## src/rtl/rename_pkg.sv

```systemverilog
// Shared types and default sizing for the register-rename map unit.
package rename_pkg;

    localparam int unsigned NUM_ARCH_REGS_DEF = 32;
    localparam int unsigned NUM_PHYS_REGS_DEF = 64;
    localparam int unsigned AL_DEPTH_DEF      = 32;
    localparam int unsigned NUM_CKPT_DEF      = 4;

    localparam int unsigned ARCH_W = $clog2(NUM_ARCH_REGS_DEF);
    localparam int unsigned PHYS_W = $clog2(NUM_PHYS_REGS_DEF);

    typedef logic [ARCH_W-1:0] ArchReg;
    typedef logic [PHYS_W-1:0] PhysReg;

    // Active-list entry: the mapping displaced by this instruction and
    // whether it must be returned to the free list at commit.
    typedef struct packed {
        PhysReg old_phys;
        logic   do_free;
    } al_entry_t;

endpackage

```

## src/rtl/rename_free_list.sv

```systemverilog
// Circular FIFO of free physical registers with head snapshot/restore
// so a branch mispredict can return speculatively popped registers.
module rename_free_list
    import rename_pkg::*;
#(
    parameter int unsigned DEPTH = NUM_PHYS_REGS_DEF - NUM_ARCH_REGS_DEF,
    parameter int unsigned FIRST = NUM_ARCH_REGS_DEF
) (
    input  logic                    clk,
    input  logic                    rst_n,
    input  logic                    pop_i,
    output PhysReg                  pop_data_o,
    input  logic                    push_i,
    input  PhysReg                  push_data_i,
    output logic                    empty_o,
    output logic [$clog2(DEPTH):0]  head_o,
    input  logic                    restore_i,
    input  logic [$clog2(DEPTH):0]  restore_head_i
);

    localparam int unsigned IW = $clog2(DEPTH);

    PhysReg     mem_q [DEPTH];
    logic [IW:0] head_q, head_d;
    logic [IW:0] tail_q, tail_d;
    logic        full;

    assign pop_data_o = mem_q[head_q[IW-1:0]];
    assign empty_o    = (head_q == tail_q);
    assign full       = (head_q[IW] != tail_q[IW]) && (head_q[IW-1:0] == tail_q[IW-1:0]);
    assign head_o     = head_q;

    // Pointer next-state: a restore overrides any pop; the tail is independent.
    always_comb begin
        head_d = head_q;
        tail_d = tail_q;
        if (restore_i) begin
            head_d = restore_head_i;
        end else if (pop_i) begin
            head_d = head_q + (IW+1)'(1);
        end
        if (push_i) begin
            tail_d = tail_q + (IW+1)'(1);
        end
    end

    // Storage and pointers; reset preloads FIRST..FIRST+DEPTH-1 ascending.
    always_ff @(posedge clk or negedge rst_n) begin
        if (!rst_n) begin
            for (int unsigned i = 0; i < DEPTH; i++) begin
                mem_q[i] <= PhysReg'(FIRST + i);
            end
            head_q <= '0;
            tail_q <= {1'b1, {IW{1'b0}}};
        end else begin
            head_q <= head_d;
            tail_q <= tail_d;
            if (push_i) begin
                mem_q[tail_q[IW-1:0]] <= push_data_i;
            end
        end
    end

    a_fl_overflow: assert property (@(posedge clk) disable iff (!rst_n) !(push_i && full));
    a_fl_underflow: assert property (@(posedge clk) disable iff (!rst_n) !(pop_i && empty_o));

endmodule

```

## src/rtl/rename_map_unit.sv

```systemverilog
// Register rename stage: RMT, busy table, active list and branch
// checkpoint ring around a free-list FIFO.
module rename_map_unit
    import rename_pkg::*;
#(
    parameter int unsigned NUM_ARCH_REGS = NUM_ARCH_REGS_DEF,
    parameter int unsigned NUM_PHYS_REGS = NUM_PHYS_REGS_DEF,
    parameter int unsigned AL_DEPTH      = AL_DEPTH_DEF,
    parameter int unsigned NUM_CKPT      = NUM_CKPT_DEF
) (
    input  logic                              clk,
    input  logic                              rst_n,
    input  logic                              ren_valid,
    output logic                              ren_ready,
    input  logic                              ren_uses_rs,
    input  logic                              ren_uses_rt,
    input  logic                              ren_uses_rw,
    input  logic                              ren_is_branch,
    input  logic [$clog2(NUM_ARCH_REGS)-1:0]  ren_rs_addr,
    input  logic [$clog2(NUM_ARCH_REGS)-1:0]  ren_rt_addr,
    input  logic [$clog2(NUM_ARCH_REGS)-1:0]  ren_rw_addr,
    output logic                              out_valid,
    output logic [$clog2(NUM_PHYS_REGS)-1:0]  out_rs_phys,
    output logic [$clog2(NUM_PHYS_REGS)-1:0]  out_rt_phys,
    output logic [$clog2(NUM_PHYS_REGS)-1:0]  out_rw_phys,
    output logic [$clog2(NUM_PHYS_REGS)-1:0]  out_old_phys,
    output logic                              out_rs_ready,
    output logic                              out_rt_ready,
    output logic [$clog2(AL_DEPTH)-1:0]       out_al_idx,
    output logic [$clog2(NUM_CKPT)-1:0]       out_ckpt_id,
    input  logic                              wb_valid,
    input  logic [$clog2(NUM_PHYS_REGS)-1:0]  wb_phys,
    input  logic                              commit_valid,
    input  logic                              br_valid,
    input  logic                              br_mispredict
);

    localparam int unsigned PW       = $clog2(NUM_PHYS_REGS);
    localparam int unsigned LW       = $clog2(AL_DEPTH);
    localparam int unsigned CW       = $clog2(NUM_CKPT);
    localparam int unsigned FL_DEPTH = NUM_PHYS_REGS - NUM_ARCH_REGS;
    localparam int unsigned FW       = $clog2(FL_DEPTH);

    typedef logic [NUM_ARCH_REGS-1:0][PW-1:0] rmt_t;

    rmt_t                   rmt_q, rmt_d;
    logic [NUM_PHYS_REGS-1:0] busy_q, busy_d;
    al_entry_t              al_mem_q [AL_DEPTH];
    logic [LW:0]            al_head_q, al_head_d, al_tail_q, al_tail_d;
    rmt_t                   ck_rmt_q [NUM_CKPT];
    logic [FW:0]            ck_fl_head_q [NUM_CKPT];
    logic [LW:0]            ck_al_tail_q [NUM_CKPT];
    logic [CW:0]            ck_head_q, ck_head_d, ck_tail_q, ck_tail_d;
    logic                   init_q;

    logic        need_dst, mispredict, accept, alloc, commit_ok, restore, br_release;
    logic        al_empty, al_full, ck_empty, ck_full, fl_empty, fl_push;
    al_entry_t   commit_entry;
    PhysReg      fl_pop_data;
    logic [FW:0] fl_head, fl_head_after;
    logic [PW-1:0] rs_phys, rt_phys, old_phys, new_phys;
    logic        rs_ready, rt_ready;

    assign need_dst   = ren_uses_rw && (ren_rw_addr != '0);
    assign mispredict = br_valid && br_mispredict;
    assign al_empty   = (al_head_q == al_tail_q);
    assign al_full    = (al_head_q[LW] != al_tail_q[LW]) && (al_head_q[LW-1:0] == al_tail_q[LW-1:0]);
    assign ck_empty   = (ck_head_q == ck_tail_q);
    assign ck_full    = (ck_head_q[CW] != ck_tail_q[CW]) && (ck_head_q[CW-1:0] == ck_tail_q[CW-1:0]);

    assign ren_ready  = init_q && (!need_dst || !fl_empty) && !al_full
                        && (!ren_is_branch || !ck_full) && !mispredict;
    assign accept     = ren_valid && ren_ready;
    assign alloc      = accept && need_dst;
    assign commit_ok  = commit_valid && !al_empty;
    assign commit_entry = al_mem_q[al_head_q[LW-1:0]];
    assign fl_push    = commit_ok && commit_entry.do_free;
    assign restore    = mispredict && !ck_empty;
    assign br_release = br_valid && !br_mispredict && !ck_empty;
    assign fl_head_after = fl_head + (FW+1)'(alloc);

    rename_free_list #(
        .DEPTH (FL_DEPTH),
        .FIRST (NUM_ARCH_REGS)
    ) u_free_list (
        .clk            (clk),
        .rst_n          (rst_n),
        .pop_i          (alloc),
        .pop_data_o     (fl_pop_data),
        .push_i         (fl_push),
        .push_data_i    (commit_entry.old_phys),
        .empty_o        (fl_empty),
        .head_o         (fl_head),
        .restore_i      (restore),
        .restore_head_i (ck_fl_head_q[ck_head_q[CW-1:0]])
    );

    // Source lookup against the pre-update RMT, with writeback bypass on readiness.
    always_comb begin
        rs_phys  = ren_uses_rs ? rmt_q[ren_rs_addr] : '0;
        rt_phys  = ren_uses_rt ? rmt_q[ren_rt_addr] : '0;
        rs_ready = !ren_uses_rs || !busy_q[rs_phys] || (wb_valid && (wb_phys == rs_phys));
        rt_ready = !ren_uses_rt || !busy_q[rt_phys] || (wb_valid && (wb_phys == rt_phys));
        new_phys = need_dst ? fl_pop_data : '0;
        old_phys = need_dst ? rmt_q[ren_rw_addr] : '0;
    end

    // Next-state for map, busy table, active-list and checkpoint-ring pointers.
    always_comb begin
        rmt_d     = rmt_q;
        busy_d    = busy_q;
        al_head_d = al_head_q;
        al_tail_d = al_tail_q;
        ck_head_d = ck_head_q;
        ck_tail_d = ck_tail_q;
        if (restore) begin
            rmt_d = ck_rmt_q[ck_head_q[CW-1:0]];
        end else if (alloc) begin
            rmt_d[ren_rw_addr] = fl_pop_data;
        end
        if (wb_valid) begin
            busy_d[wb_phys] = 1'b0;
        end
        if (alloc) begin
            busy_d[new_phys] = 1'b1;
        end
        if (commit_ok) begin
            al_head_d = al_head_q + (LW+1)'(1);
        end
        if (restore) begin
            al_tail_d = ck_al_tail_q[ck_head_q[CW-1:0]];
            ck_tail_d = ck_head_q;
        end else begin
            if (accept) begin
                al_tail_d = al_tail_q + (LW+1)'(1);
            end
            if (br_release) begin
                ck_head_d = ck_head_q + (CW+1)'(1);
            end
            if (accept && ren_is_branch) begin
                ck_tail_d = ck_tail_q + (CW+1)'(1);
            end
        end
    end

    // Architectural-state registers with identity map at reset.
    always_ff @(posedge clk or negedge rst_n) begin
        if (!rst_n) begin
            for (int unsigned i = 0; i < NUM_ARCH_REGS; i++) begin
                rmt_q[i] <= PW'(i);
            end
            busy_q    <= '0;
            al_head_q <= '0;
            al_tail_q <= '0;
            ck_head_q <= '0;
            ck_tail_q <= '0;
            init_q    <= 1'b0;
        end else begin
            rmt_q     <= rmt_d;
            busy_q    <= busy_d;
            al_head_q <= al_head_d;
            al_tail_q <= al_tail_d;
            ck_head_q <= ck_head_d;
            ck_tail_q <= ck_tail_d;
            init_q    <= 1'b1;
        end
    end

    // Active-list and checkpoint payload storage; validity is tracked by the pointers.
    always_ff @(posedge clk) begin
        if (accept) begin
            al_mem_q[al_tail_q[LW-1:0]] <= al_entry_t'{old_phys: old_phys, do_free: need_dst};
        end
        if (accept && ren_is_branch) begin
            ck_rmt_q[ck_tail_q[CW-1:0]]     <= rmt_d;
            ck_fl_head_q[ck_tail_q[CW-1:0]] <= fl_head_after;
            ck_al_tail_q[ck_tail_q[CW-1:0]] <= al_tail_q + (LW+1)'(1);
        end
    end

    // Registered rename result, one cycle after accept.
    always_ff @(posedge clk or negedge rst_n) begin
        if (!rst_n) begin
            out_valid    <= 1'b0;
            out_rs_phys  <= '0;
            out_rt_phys  <= '0;
            out_rw_phys  <= '0;
            out_old_phys <= '0;
            out_rs_ready <= 1'b0;
            out_rt_ready <= 1'b0;
            out_al_idx   <= '0;
            out_ckpt_id  <= '0;
        end else begin
            out_valid <= accept;
            if (accept) begin
                out_rs_phys  <= rs_phys;
                out_rt_phys  <= rt_phys;
                out_rw_phys  <= new_phys;
                out_old_phys <= old_phys;
                out_rs_ready <= rs_ready;
                out_rt_ready <= rt_ready;
                out_al_idx   <= al_tail_q[LW-1:0];
                out_ckpt_id  <= ren_is_branch ? ck_tail_q[CW-1:0] : '0;
            end
        end
    end

    a_commit_empty: assert property (@(posedge clk) disable iff (!rst_n) !(commit_valid && al_empty));
    a_al_overflow: assert property (@(posedge clk) disable iff (!rst_n) !(accept && al_full));
    a_resolve_empty: assert property (@(posedge clk) disable iff (!rst_n) !(br_valid && ck_empty));

endmodule

```

## config.mk

```make
export PLATFORM = sky130hd
export DESIGN_NAME = rename_map_unit
export DESIGN_NICKNAME = d
export VERILOG_FILES = /design/src/rtl/rename_pkg.sv /design/src/rtl/rename_free_list.sv /design/src/rtl/rename_map_unit.sv
export SDC_FILE = /design/constraint.sdc
export NUM_CORES = 2
export LEC_CHECK = 0
export ABC_AREA = 0
export CAP_MARGIN = 20
export CORE_UTILIZATION = 45
export CTS_BUF_LIST = sky130_fd_sc_hd__clkbuf_4
export DETAILED_ROUTE_END_ITERATION = 6
export HOLD_SLACK_MARGIN = 0.12
export SLEW_MARGIN = 15
export SYNTH_ARGS = -nofsm -noshare
export SYNTH_HDL_FRONTEND = slang
export SYNTH_HIERARCHICAL = 1
export SYNTH_SLANG_ARGS = --single-unit
```

## constraint.sdc

```tcl
create_clock -name clk -period 7.2 [get_ports clk]
set_clock_uncertainty 0.05 [all_clocks]
set_input_delay 1.8 -clock clk [delete_from_list [all_inputs] [get_ports clk]]
set_output_delay 1.8 -clock clk [all_outputs]
set_load 0.05 [all_outputs]
```

Word level (Yosys, flattened, before mapping)
Memories as Yosys holds them, arrays and structs flattened.
Cells that the tools add are included.
W data, S select, Z words.
- bits in registers: 513
- RAM bits: 1040
- bits of input ports: 32
- logic and storage cells: 208
- memories kept: 4
- memory list (name ; words ; width ; rd ports ; clocked after memory_dff ; wr ports ; RTL line ; source):
    ck_rmt_q ; 4 ; 192 ; 1 ; 0 ; 1 ; rename_map_unit.sv:50 ; rmt_t ck_rmt_q [NUM_CKPT];
    al_mem_q ; 32 ; 7 ; 1 ; 0 ; 1 ; rename_map_unit.sv:48 ; al_entry_t al_mem_q [AL_DEPTH];
    ck_al_tail_q ; 4 ; 6 ; 1 ; 0 ; 1 ; rename_map_unit.sv:52 ; logic [LW:0] ck_al_tail_q [NUM_CKPT];
    ck_fl_head_q ; 4 ; 6 ; 1 ; 0 ; 1 ; rename_map_unit.sv:51 ; logic [FW:0] ck_fl_head_q [NUM_CKPT];
- add/sub/neg operators: 7
- $lt $le $gt $ge: 13
- equality and inequality tests: 9
- muxes and demuxes: 42
- bitwise operators: 6
- reduce and logical (&&, ||, !) cells: 46
- operators with widths (operator ; number):
    $bwmux W192 ; 2
    $mux W192 ; 2
    $mux W64 ; 2
    $bmux W6 S5 ; 4
    $mux W6 ; 15
    $and A64 B64 Y64 ; 1
    $not A64 Y64 ; 1
    $or A64 B64 Y64 ; 1
    $demux W6 S5 ; 2
    $lt A6 B7 Y1 const B ; 4
    $add A6 B1 Y6 const B ; 4
    $eq A6 B6 Y1 ; 4
    $logic_and A1 B1 Y1 ; 22
    $lt A5 B6 Y1 const B ; 3
    $logic_not A1 Y1 ; 13
    $bmux W1 S6 ; 2
    $demux W1 S6 ; 2
    $ge A6 B1 Y1 const B ; 2
    $ge A6 B6 Y1 const B ; 2
    $not A5 Y6 ; 2
    $mux W1 ; 8
    $add A3 B1 Y3 const B ; 2
    $add A6 B1 Y6 ; 1
    $logic_or A1 B1 Y1 ; 6
    other kinds (12) ; 16

Depth between registers and ports, before layout
- depth in word-level cells: 12
- depth in mapped cells: 15

By module
Netlist, hierarchy kept.
- by module, submodules not included (module ; times used ; cells an instance ; area an instance (um^2) ; sequential area each (um^2)):
    rename_map_unit ; 1 ; 3390 ; 58566.2 ; 39062.5
    rename_free_list ; 1 ; 603 ; 9581.7 ; 5246.3

Least setup slack after synthesis
Ideal clock, no wire load.
- path kind: input port to flip-flop
- start point: input port ren_rw_addr[4]
- end point: memory ck_al_tail_q[0][0] (netlist bit) (enable)
- library setup time: 0.592 ns
- arrival time: 9.122 ns
- path slack: -2.564 ns
- stages: 9
- cells stage by stage: or3_1 > o31ai_4 > inv_4 > a211oi_2 > nand2_2 > inv_2 > buf_2 > buf_2 > and3_1
- longest elaborated chain between the ends: 12
- RTL lines (element ; RTL line ; source):
    start, declared ; rename_map_unit.sv:21 ; input logic [$clog2(NUM_ARCH_REGS)-1:0] ren_rw_addr,
    $reduce_bool A5 Y1 ; rename_map_unit.sv:64 ; assign need_dst = ren_uses_rw && (ren_rw_addr != '0);
    $logic_and A1 B1 Y1 ; rename_map_unit.sv:64 ;
    net need_dst ; rename_map_unit.sv:56 ; logic need_dst, mispredict, accept, alloc, commit_ok, restore, br_release;
    $logic_not A1 Y1 ; rename_map_unit.sv:71 ; assign ren_ready = init_q && (!need_dst || !fl_empty) && !al_full
    $logic_or A1 B1 Y1 ; rename_map_unit.sv:71 ;
    $logic_and A1 B1 Y1 (2 in a row) ; rename_map_unit.sv:71 ;
    $logic_and A1 B1 Y1 (2 in a row) ; rename_map_unit.sv:72 ; && (!ren_is_branch || !ck_full) && !mispredict;
    net ren_ready ; rename_map_unit.sv:14 ; output logic ren_ready,
    $logic_and A1 B1 Y1 ; rename_map_unit.sv:73 ; assign accept = ren_valid && ren_ready;
    $logic_and A1 B1 Y1 ; rename_map_unit.sv:174 ; if (accept && ren_is_branch) begin
    $mux W1 ; rename_map_unit.sv:174 ;
    $mux W1 (implied by the code) ; rename_map_unit.sv:177 ; ck_al_tail_q[ck_tail_q[CW-1:0]] <= al_tail_q + (LW+1)'(1);
    end, declared ; rename_map_unit.sv:52 ;
The timed path passes the listed nets, and every way through them passes these cells.

Worst setup path after layout
- start point: input port ren_rw_addr[4]
- end point: output port ren_ready
- longest elaborated chain between the ends: 8
- RTL lines (element ; RTL line):
    $reduce_bool A5 Y1 ; rename_map_unit.sv:64
    $logic_and A1 B1 Y1 ; rename_map_unit.sv:64
    net need_dst ; rename_map_unit.sv:56
    $logic_not A1 Y1 ; rename_map_unit.sv:71
    $logic_or A1 B1 Y1 ; rename_map_unit.sv:71
    $logic_and A1 B1 Y1 (2 in a row) ; rename_map_unit.sv:71
    $logic_and A1 B1 Y1 (2 in a row) ; rename_map_unit.sv:72
    end, declared ; rename_map_unit.sv:14
The timed path passes the listed nets, and every way through them passes these cells.

==> metrics <==
status=finished, final reports clean; root buffer cell=clkbuf_4; number of global-route vias before repair=39800; Avg WL per Cell=27.1 um; gr usage total=23.9%; P per Cell Area=414 nW/um^2; Post-CTS Setup Inserts=0; synth top area cells=edfxtp_1 46%, mux4_2 15%, dfrtp_1 12%; die width=391 um; CTS tree=yes; GPL Wtd Cong=0.910; CP Cell Sequence=clkdlybuf4s50_1 > or3_1 > o31ai_4 > inv_4 > a211oi_2 > buf_4 > buf_12; power share of the clock group=24.9%; post-route ant nets=0; Pint=20.7 mW; row cnt=142; leading cell type in the layout, fill and taps excluded=edfxtp_1; Post-Syn Instances=3993; Pwr Total=31.9 mW; Peak Freq=170 MHz; Synth Register Bits=1553; Seq pwr share=43.3%; Slew headroom=26.8%; Synth Area in Adders=0.312%; post-synth top area cell=edfxtp_1; Crit Path Category=in -> out; top cell family by delay on the critical path=buffers and inverters; main combinational cell family by area after synthesis=multiplexers; Inserted Clock Buffers=419; mux cell area share after synthesis=23.8%; CTS Sinks=1553; Tcrit/Tclk final=81.9%; DIE AREA=153000 sq um; CP max-delay cell=clkdlybuf4s50_1; fillers=12600; Distinct cells, synth=87; Syn Area/Cell=17.1 sq um; CTS clk-pin slew, worst paths=60 ps; layout cells sized above 1=38.5%; Setup Viol. Count Final=0; cts-stage hold buffer count=0; area share of the largest cell type after synthesis=45.8%; Finished Core Util=51.3%; buffer and inverter count on the worst path=4; Post-synth EDFFs=1040; core area=150000 sq um; Clk Latency, worst-skew pair=1370 ps; Final Hold Fails=0; setup_tns=0 ps; CP max stage delay=660 ps; drt first-iter violations=3836; hold crit path type=in -> async; Pre-antenna DRT Iters=6; Worst Slack Setup Final=1300 ps; fin area=76900 sq um; Die Y=391 um; IO buf count=66; critical path fanouts, max=12; dpl cell area=71400 sq um; pin count of the biggest net entering global routing=185; CP startpoint kind=primary input; combinational fraction of design power=31.8%; Tmin final=5900 ps; Switching Share=35.0%; sequential fraction of the synthesis area=65.0%; CTS Buffer Depth=4; unrepaired setup endpoints after global routing=false; async set-reset flop share out of synthesis=33.0%; Synth Flop Type=edfxtp_1; DPL Wire Length=111000 um; Post-Synth XOR/XNOR Area=0.681%; initial antenna violation count=11; number of remaining DRC errors=0; first-pass GRT wire length=269000 um; Starting Density=45.4%; commonest cells after routing, fill and taps aside=1040 x edfxtp_1, 672 x clkbuf_4, 458 x mux4_2; CTS resizes=0; final layout net count=4376; WP data required=5350 ps; Peak supply drop=0.448 mV; nature of the critical path endpoint=output pin; P&R area growth vs syn=12.9%; Worst Max-Slew Pin Slew=1100 ps; Routed WL=181000 um; Pleak=28.2 nW; I/O Pins=67; total number of vias=39700; Cell Area, Synth=68100 sq um; Arrival @ worst endpoint=4050 ps; Syn Nets=4042; pre-CTS WS=1050 ps; Simple-Gate Fraction of Synth Area=4.29%; post-synthesis compound-gate area fraction=3.99%; Ys Warns=6; fin. max-slew vios=0; Psw=11.2 mW; gr ovfl total=0; Vias/cell=5.94; H-tree depth=5; Max-cap violations=0
routing by layer:
layer | routed length (um) | up-vias | part of all wire, % | GRT usage [%]
li1 | - | 16800 | - | -
met1 | 78200 | 21000 | 43 | 34.4
met2 | 84500 | 1643 | 47 | 36.1
met3 | 13900 | 339 | 7.7 | 5.47
met4 | 4380 | 12 | 2.4 | 7.68
met5 | 74 | - | 0.041 | 0
layout make-up:
| cell class | count | area (sq um) | area share, % |
|---|---|---|---|
| Antenna cell | 12 | 30.0 | 0.0390 |
| Clock buffer | 672 | 5040 | 6.56 |
| Clock inverter | 78 | 395 | 0.514 |
| Inverter | 20 | 82.6 | 0.107 |
| Multi-Input combinational cell | 2155 | 22700 | 29.5 |
| Sequential cell | 1553 | 44300 | 57.6 |
| Tap cell | 2016 | 2520 | 3.28 |
| Timing Repair Buffer | 178 | 1870 | 2.43 |
metrics by stage:
stage	cells	hold WS, ps
after floorplan	3993	415
after global placement	5914	401
after detailed placement	5919	412
after CTS	6669	337
after global routing	6681	376
final	6684	382
final timing paths:
| path | start | cells after the start | slack, ps | endpoint |
|---|---|---|---|---|
| worst max-delay path | ren_rw_addr[4] | 7 | 1300 | ren_ready |
| worst min-delay path | rst_n | 1 | 380 | u_free_list/mem_q[165] |
| worst max register to register | u_free_list/head_o[1] | 8 | 2390 | busy_q[11] |
| worst min register to register | out_rw_phys[4] | 2 | 420 | out_rw_phys[4] |
| max in group asynchronous | rst_n | 2 | 5040 | busy_q[44] |
| min in group clk | out_rw_phys[4] | 2 | 420 | out_rw_phys[4] |
cells by family after synthesis:
logic type	Yosys count
DFF	1553
muxes	1010
and+or+nand+nor	605
AOI/OAI and AO/OA	469
buffers and inverters	285
xor gates and xnor gates	53
adders and majority gates	17
other	1
power groups by stage:
stage	registers [mW]	logic, mW	clock network (mW)
CTS	13.8	10.1	8.16
finish	13.8	10.1	7.94
global route	14.0	10.8	8.62
global placement	13.9	9.96	0
floorplan	13.2	7.02	0
detailed placement	14.0	10.1	0
Yosys cell counts, drive strengths merged (18+ instances only):
master,count
edfxtp,1040
mux4,461
dfrtp,320
mux2i,297
nor2,278
mux2,252
a21oi,200
dfstp,193
clkbuf,170
o21ai,166
nand2,146
buf,95
nand3,45
xnor2,34
a22oi,26
nand4,22
nor3,20
inv,19
xor2,19
nor2b,18
sequential cells by signal (all words and copies together) (netlist names), 24 cells and up:
register,cells
al_mem_q,224
u_free_list/mem_q,192
busy_q,64
ck_rmt_q,768
ck_al_tail_q,24
rmt_q,192
ck_fl_head_q,24
No activity file was read; power rests on OpenSTA's default activity.
